===== config.mk =====
export PLATFORM = sky130hd
export DESIGN_NAME = uart_rx
export DESIGN_NICKNAME = d
export VERILOG_FILES = /design/src/rtl/uart_rx.sv
export SDC_FILE = /design/constraint.sdc
export NUM_CORES = 1
export LEC_CHECK = 0
export BUFFER_PORTS_ARGS = -buffer_cell sky130_fd_sc_hd__buf_2
export CAP_MARGIN = 25
export CORE_ASPECT_RATIO = 0.8
export CORE_UTILIZATION = 43
export CTS_CLUSTER_DIAMETER = 100
export DETAILED_ROUTE_END_ITERATION = 8
export GPL_ROUTABILITY_DRIVEN = 0
export PLACE_DENSITY = 0.59
export SLEW_MARGIN = 25
export SYNTH_ARGS = -nofsm -noshare
export SYNTH_HDL_FRONTEND = slang
export SYNTH_SLANG_ARGS = --single-unit

===== constraint.sdc =====
create_clock -name clk -period 2.6 [get_ports clk]
set_input_delay 0.26 -clock clk [delete_from_list [all_inputs] [get_ports clk]]
set_output_delay 0.26 -clock clk [all_outputs]
set_load 0.02 [all_outputs]

===== src/rtl/uart_rx.sv =====
// 8N1 UART receiver: two-flop input synchroniser, mid-bit sampling FSM and
// registered one-cycle strobes for a good byte (rx_dv) or a bad stop bit (rx_frame_err).
module uart_rx #(
  parameter int FREQUENCY = 50_000_000,
  parameter int BAUD_RATE = 115_200
) (
  input  logic       clk,
  input  logic       reset_n,
  input  logic       rx_serial,
  output logic [7:0] rx_byte,
  output logic       rx_dv,
  output logic       rx_frame_err,
  output logic       rx_active
);

  localparam int CLKS_PER_BIT = FREQUENCY / BAUD_RATE;
  localparam int HALF_BIT     = CLKS_PER_BIT / 2;
  localparam int CW           = $clog2(CLKS_PER_BIT) + 1;

  localparam logic [CW-1:0] CNT_ZERO     = {CW{1'b0}};
  localparam logic [CW-1:0] CNT_ONE      = {{(CW-1){1'b0}}, 1'b1};
  localparam logic [CW-1:0] CNT_BIT_END  = CW'(CLKS_PER_BIT - 1);
  localparam logic [CW-1:0] CNT_HALF_END = CW'(HALF_BIT - 1);

  typedef enum logic [2:0] {
    ST_IDLE    = 3'd0,
    ST_START   = 3'd1,
    ST_DATA    = 3'd2,
    ST_STOP    = 3'd3,
    ST_CLEANUP = 3'd4
  } state_e;

  state_e          state_q, state_d;
  logic [CW-1:0]   clk_cnt_q, clk_cnt_d;
  logic [2:0]      bit_idx_q, bit_idx_d;
  logic [7:0]      shift_q, shift_d;
  logic [7:0]      rx_byte_q, rx_byte_d;
  logic            rx_dv_q, rx_dv_d;
  logic            rx_frame_err_q, rx_frame_err_d;
  logic            rx_active_q, rx_active_d;
  logic            rx_meta_q, rx_s_q;
  logic            stop_sample_s;

  // Two-flop synchroniser; resets to the idle (high) line level.
  always_ff @(posedge clk or negedge reset_n) begin
    if (!reset_n) begin
      rx_meta_q <= 1'b1;
      rx_s_q    <= 1'b1;
    end else begin
      rx_meta_q <= rx_serial;
      rx_s_q    <= rx_meta_q;
    end
  end

  // State and output registers.
  always_ff @(posedge clk or negedge reset_n) begin
    if (!reset_n) begin
      state_q        <= ST_IDLE;
      clk_cnt_q      <= CNT_ZERO;
      bit_idx_q      <= 3'd0;
      shift_q        <= 8'h00;
      rx_byte_q      <= 8'h00;
      rx_dv_q        <= 1'b0;
      rx_frame_err_q <= 1'b0;
      rx_active_q    <= 1'b0;
    end else begin
      state_q        <= state_d;
      clk_cnt_q      <= clk_cnt_d;
      bit_idx_q      <= bit_idx_d;
      shift_q        <= shift_d;
      rx_byte_q      <= rx_byte_d;
      rx_dv_q        <= rx_dv_d;
      rx_frame_err_q <= rx_frame_err_d;
      rx_active_q    <= rx_active_d;
    end
  end

  // Next-state and datapath decode.
  always_comb begin
    state_d   = state_q;
    clk_cnt_d = clk_cnt_q;
    bit_idx_d = bit_idx_q;
    shift_d   = shift_q;
    case (state_q)
      ST_IDLE: begin
        clk_cnt_d = CNT_ZERO;
        bit_idx_d = 3'd0;
        if (!rx_s_q) state_d = ST_START;
        else         state_d = ST_IDLE;
      end
      ST_START: begin
        // A start bit that is high again at its midpoint was only a glitch.
        if (clk_cnt_q == CNT_HALF_END) begin
          clk_cnt_d = CNT_ZERO;
          if (rx_s_q) state_d = ST_IDLE;
          else        state_d = ST_DATA;
        end else begin
          clk_cnt_d = clk_cnt_q + CNT_ONE;
        end
      end
      ST_DATA: begin
        if (clk_cnt_q == CNT_BIT_END) begin
          clk_cnt_d          = CNT_ZERO;
          shift_d[bit_idx_q] = rx_s_q;
          if (bit_idx_q != 3'd7) begin
            bit_idx_d = bit_idx_q + 3'd1;
          end else begin
            bit_idx_d = 3'd0;
            state_d   = ST_STOP;
          end
        end else begin
          clk_cnt_d = clk_cnt_q + CNT_ONE;
        end
      end
      ST_STOP: begin
        if (clk_cnt_q == CNT_BIT_END) begin
          clk_cnt_d = CNT_ZERO;
          state_d   = ST_CLEANUP;
        end else begin
          clk_cnt_d = clk_cnt_q + CNT_ONE;
        end
      end
      ST_CLEANUP: begin
        // Wait for the line to return high so a held-low break cannot retrigger.
        clk_cnt_d = CNT_ZERO;
        if (rx_s_q) state_d = ST_IDLE;
        else        state_d = ST_CLEANUP;
      end
      default: begin
        state_d   = ST_IDLE;
        clk_cnt_d = CNT_ZERO;
        bit_idx_d = 3'd0;
      end
    endcase
  end

  assign stop_sample_s = (state_q == ST_STOP) && (clk_cnt_q == CNT_BIT_END);

  // Output decode, registered alongside the state so strobes and rx_active move together.
  always_comb begin
    rx_byte_d      = rx_byte_q;
    rx_dv_d        = 1'b0;
    rx_frame_err_d = 1'b0;
    rx_active_d    = (state_d == ST_START) || (state_d == ST_DATA) || (state_d == ST_STOP);
    if (stop_sample_s) begin
      if (rx_s_q) begin
        rx_byte_d = shift_q;
        rx_dv_d   = 1'b1;
      end else begin
        rx_frame_err_d = 1'b1;
      end
    end else begin
      rx_dv_d        = 1'b0;
      rx_frame_err_d = 1'b0;
    end
  end

  assign rx_byte      = rx_byte_q;
  assign rx_dv        = rx_dv_q;
  assign rx_frame_err = rx_frame_err_q;
  assign rx_active    = rx_active_q;

endmodule

==> flow_summary.ini, run 1 <==
[status]
status = finished clean

[finish]
layout_commonest_cell = dfrtp_1
final_cells = 219
area_growth_pct = 10.49
drive_gt1_frac = 0.2744
fillers = 358
mostFrequentLayoutCells = 35 x dfrtp_1, 16 x mux2_2, 15 x nor2_1
finalInstanceArea_mm2 = 0.001951
nets = 171
diodes = 0
utilization = 0.5062

[yosys]
yosysWarnings = 0
ys_types = 42
ys_seq_area_frac = 0.5259
synthTopCellsByArea = dfrtp_1 50%, mux2_2 10%, ha_1 3.5%
synth_area_mm2 = 0.001765
yosys.area.top_type_share = 0.4961
ys_ff_latch = 37
synthesis.nets = 158
yosys.area.top_type = dfrtp_1
synth.avg_cell_area_um2 = 11.77
syn_inst = 150

[grt]
grt_overflow = 0
grtUsageMet2 = 0.2490
use_met1 = 0.2133
grt_busiest_layer = met2
grt_pass1_vias = 1094
antenna_found_initial = 0
met3_usage = 0.04592
grt_pass1_wl_mm = 5.161
grt_usage = 0.1609
grt_max_degree = 38

[route]
vias = 1154
firstDrtPassIters = 4
detail_route.vias_per_cell = 5.269
wl_per_cell_um = 13.97
drcViolationCount = 0
wirelength_mm = 3.059
drtAntennaViolNets = 0
drtIter0Drc = 45

[clock_network]
h-tree-depth = 2
cts_setup_buffers = 0
clk_root_buffer_cell = clkbuf_8
clkTransAtPathRegs_ns = 0.07
clockBufferDepth = 2
cts_tree = done
cts_made_buffers = 5
cts_num_sinks = 37
hold_buffers = 0
post_cts_resized = 0
clock_latency_ns = 0.28

[pwr]
powerDensity_mw_per_mm2 = 497.9
irDropWorstVdd_v = 0.0003215
p_leak_nw = 0.9011

[placement]
placed_area_mm2 = 0.001868
dp_slack_ns = 0.3670
dp_cells = 211
dp_hpwl_mm = 2.124
port_buffers = 13

[floorplanning]
fp.dieArea_mm2 = 0.004368
start_util = 0.4581
ioPinCount = 14
coreArea_mm2 = 0.003854
rows = 20
die_w_um = 73.64
dieHeight_um = 59.31

[critical_path]
crit_required_ns = 2.77
cpPeakStageDelay_ns = 0.62
crit_chain = inv_1, ha_1, nand4bb_1, or4_4, nor4_1, mux2_2
critPathArrivalTime_ns = 2.43
path_max_fanout = 5
critPathKind = register to register
cpMaxStageDelayCell = or4_4
start_kind = register
worstSetupEndpointType = register

[timing]
fin_skew_ns = 0.004237
slew_headroom = 0.4590
max_freq_ghz = 0.4427
tns_ns = 0
slew_violations = 0
finalHoldViolCount = 0
finalCritPeriodShare = 0.8688
tightest_slew_ns = 0.8115
setup_violations = 0
grt_setup_unrepaired = no
layout_setup_ws_ns = 0.3412
period_needed_ns = 2.259

[job]
cap_violations = 0

[min_path]
hold_class = primary input to async pin
-- flip-flops by register name (all words and copies together) (netlist names) --
register	cells
bit_idx_q	3
clk_cnt_q	10
rx_active	1
rx_byte	8
rx_dv	1
rx_frame_err	1
rx_meta_q	1
rx_s_q	1
shift_q	8
state_q	3
-- cells by family after synthesis --
group / synth area share
multiplexers: 0.1141
flip-flops: 0.5259
AND/OR/NAND/NOR: 0.2105
adder cells (fa/ha/maj): 0.03544
XOR/XNOR: 0.03969
AO/OA/AOI/OAI: 0.04607
buffers and inverters: 0.02834
-- layout make-up --
class / count / area (um2) / area share
sequential: 37 / 928.4 / 0.4759
inverter: 3 / 11.26 / 0.005773
multi-input combinational: 102 / 787.0 / 0.4035
tap: 55 / 68.82 / 0.03528
clock buffer: 6 / 72.57 / 0.03720
timing repair buffer: 14 / 72.57 / 0.03720
clock inverter: 2 / 10.01 / 0.005131
-- power breakdown --
group	internal [W]	total [W]	switching [W]	leakage, nW
Combinational	0.00000158	0.0000126	0.0000110	0.366
Sequential	0.000578	0.000582	0.00000327	0.490
Clock	0.000186	0.000377	0.000192	0.0450
Total	0.000765	0.000971	0.000206	0.901
-- worst max-delay path: cells and delay by family, from the launching register on --
kind                       cells  cell delay [ns]
DFF                            1             0.43
and+or+nand+nor                3             1.09
buffers and inverters          1             0.11
muxes                          1             0.38
adders and majority gates      1             0.14
-- cells in the mapped netlist --
cell type	number
inv_1	3
buf_1	2
or3b_4	1
nor4b_2	2
nand3b_1	1
buf_6	1
dfrtp_1	35
and3_1	2
a21oi_1	2
clkbuf_1	4
or3_1	3
mux2i_1	1
and4_1	1
or4_4	1
or3b_1	1
nor3_1	5
a22o_1	2
a311oi_1	1
nand4bb_1	1
a22oi_2	1
nor4_1	2
nand4b_1	2
nor3b_1	1
a221o_1	1
nand2b_1	1
and4b_1	1
dfstp_2	2
nand4_1	5
nor2_4	1
a211oi_1	1
clkbuf_2	1
mux2_2	16
xor2_1	5
nor2_1	15
nand2_1	4
mux2_1	1
ha_1	5
nor2b_1	3
nor4bb_1	1
nand3_1	6
o21ai_0	3
xnor2_1	3
-- metal layers --
metal  up-vias  routed length (um)
li1        564                   -
met5         -                   0
met3         5                 114
met1       565                1593
met4         0                  46
met2        20                1303
-- final timing paths --
| kind | from | end | slack [ns] | depth (start not counted) |
|---|---|---|---|---|
| min | reset_n | rx_active | 0.06 | 1 |
| max in group asynchronous | reset_n | clk_cnt_q[1] | 2.02 | 1 |
| max reg2reg | clk_cnt_q[1] | shift_q[0] | 0.34 | 6 |
| min reg2reg | rx_meta_q | rx_s_q | 0.36 | 0 |
| min in group clk | rx_serial | rx_meta_q | 0.07 | 1 |
| max | clk_cnt_q[1] | shift_q[0] | 0.34 | 6 |
-- metrics by stage --
stage	hold WS [ns]	power (W)
after CTS	0.06841	0.0009844
after detailed placement	0.3519	0.0006064
after global routing	0.06373	0.001010
final	0.06326	0.0009713
after global placement	0.3484	0.0006056
after floorplan	-0.03559	0.0005923
(Power assumes the default switching activity.)
==> run 2: changes to the inputs <==
HOLD_SLACK_MARGIN = 0.02   (was unset)
PLACE_DENSITY = 0.62   (was 0.59)
clock period = 1.94 ns   (was 2.6 ns; I/O delays follow)
==> run 2 against run 1 <==
  * The flow now finishes with violations (negative setup slack)
  * Global-route usage increased by 1.6 points
  * First-iteration DRC count rose by 22%
  * Utilization increased by 6.8 points
  * Clock-buffer cell count stayed put
  * Worst setup slack got worse by 0.47 ns
  * Maximum frequency up 9.3%
  * Critical path type unchanged
  * Critical endpoint is now shift_q[4]
  * Largest power group unchanged
  * Highest routed layer unchanged
==> flow_summary.ini, run 2 (same netlist as run 1, synthesis figures left out) <==
[timing]
tightest_slew_ns = 0.7900
grt_setup_unrepaired = yes
max_freq_ghz = 0.4839
slew_headroom = 0.4733
slew_violations = 0
layout_setup_ws_ns = -0.1267
worst_hold_slack_ns = 0.3568
finalHoldViolCount = 0
finalCritPeriodShare = 1.065
setup_violations = 4
fin_skew_ns = 0.008202
period_needed_ns = 2.067

[finish]
nets = 195
final_cells = 243
layout_commonest_cell = dfrtp_1
diodes = 0
drive_gt1_frac = 0.3777
mostFrequentLayoutCells = 35 x dfrtp_1, 23 x buf_4, 15 x nor2_1, 15 x mux2_2, 13 x buf_2
largest_reg_flops = 10
fillers = 339
largest_register = clk_cnt_q
area_growth_pct = 25.23
utilization = 0.5737

[floorplanning]
rows = 20
ioPinCount = 14
fp.dieArea_mm2 = 0.004368
coreArea_mm2 = 0.003854
die_w_um = 73.64
dieHeight_um = 59.31
start_util = 0.4581

[clock_network]
clkTransAtPathRegs_ns = 0.07
cts_made_buffers = 5
cts_num_sinks = 37
clock_latency_ns = 0.29
cts_setup_buffers = 0
cts_tree = done
clockBufferDepth = 2
clk_root_buffer_cell = clkbuf_8
h-tree-depth = 2

[critical_path]
cpPeakStageDelay_ns = 0.59
critPathTopFamily = simple AND/OR/NAND/NOR gates
cp_num_buf_inv = 0
cpMaxStageDelayCell = or4_4
crit_required_ns = 2.12
start_kind = register
worstSetupEndpointType = register
r2r_slack_ns = -0.13
crit_chain = or3b_4, or4_4, nor4b_4, mux2_4
critPathKind = register to register
critPathArrivalTime_ns = 2.25
path_max_fanout = 5

[route]
drtAntennaViolNets = 0
vias = 1206
wl_met2_mm = 1.387
drtIter0Drc = 55
drcViolationCount = 0
detail_route.vias_per_cell = 4.963
wl_per_cell_um = 13.35
dr_wl_met3_um = 91
highest_layer = met4
firstDrtPassIters = 4
wirelength_mm = 3.245
wl_met1_mm = 1.698

[pwr]
p_leak_nw = 1.033
powerDensity_mw_per_mm2 = 676.8
irDropWorstVdd_v = 0.0004001

[grt]
antenna_found_initial = 0
grt_pass1_wl_mm = 5.547
grt_overflow = 0
grt_max_degree = 38
grt_usage = 0.1765
grt_pass1_vias = 1167

[placement]
dp_cells = 233
dp_slack_ns = -0.1047
dp_hpwl_mm = 2.293
port_buffers = 13

[job]
cap_violations = 0

[status]
violations = negative setup slack
status = finished with violations

[min_path]
hold_class = register to register
[run 2: final cells by class]
| cell class | count | area, um2 | share of cell area |
|---|---|---|---|
| clock buffers | 6 | 82.58 | 0.03735 |
| repair buffers | 38 | 257.7 | 0.1166 |
| multi-input cells | 102 | 824.5 | 0.3729 |
| well taps | 55 | 68.82 | 0.03113 |
| clock inverters | 2 | 37.54 | 0.01698 |
| inverters | 3 | 11.26 | 0.005093 |
| flip-flops and latches | 37 | 928.4 | 0.4199 |
[run 2: power by group]
part | switching, W | internal [W]
sequential | 0.00000111 | 0.000775
clock | 0.000278 | 0.000418
combinational | 0.0000187 | 0.00000611
[run 2: final timing paths]
kind	cells past startpoint	startpoint	end
worst max register to register	4	clk_cnt_q[9]	shift_q[4]
max in group asynchronous	2	reset_n	clk_cnt_q[3]
worst min register to register	0	rx_meta_q	rx_s_q
worst max-delay path	4	clk_cnt_q[9]	shift_q[4]
worst min-delay path	0	rx_meta_q	rx_s_q
min in group asynchronous	2	reset_n	rx_byte[3]
[run 2: through the flow]
step	total power [W]	area [um2]	setup TNS (ns)
after floorplan	0.0007938	1765	-0.4477
after global placement	0.0008135	2033	-0.1884
after detailed placement	0.0008139	2033	-0.4272
after CTS	0.001514	2173	-0.3491
after global routing	0.001551	2211	-1.349
final	0.001496	2211	-0.4315
[run 2: metal layers]
| layer | track usage | up-vias |
|---|---|---|
| met4 | 0.08242 | 0 |
| met3 | 0.05102 | 7 |
| li1 | - | 608 |
| met2 | 0.2477 | 18 |
| met5 | 0 | - |
| met1 | 0.2511 | 573 |
[run 2: what timing repair did]
action | CTS | global route
endpoints found under the setup margin | 12 | 19
hold endpoints to repair | 32 | 0
gates resized for setup | 0 | 6
pin swaps | 1 | 2
hold buffers | 2 | 0
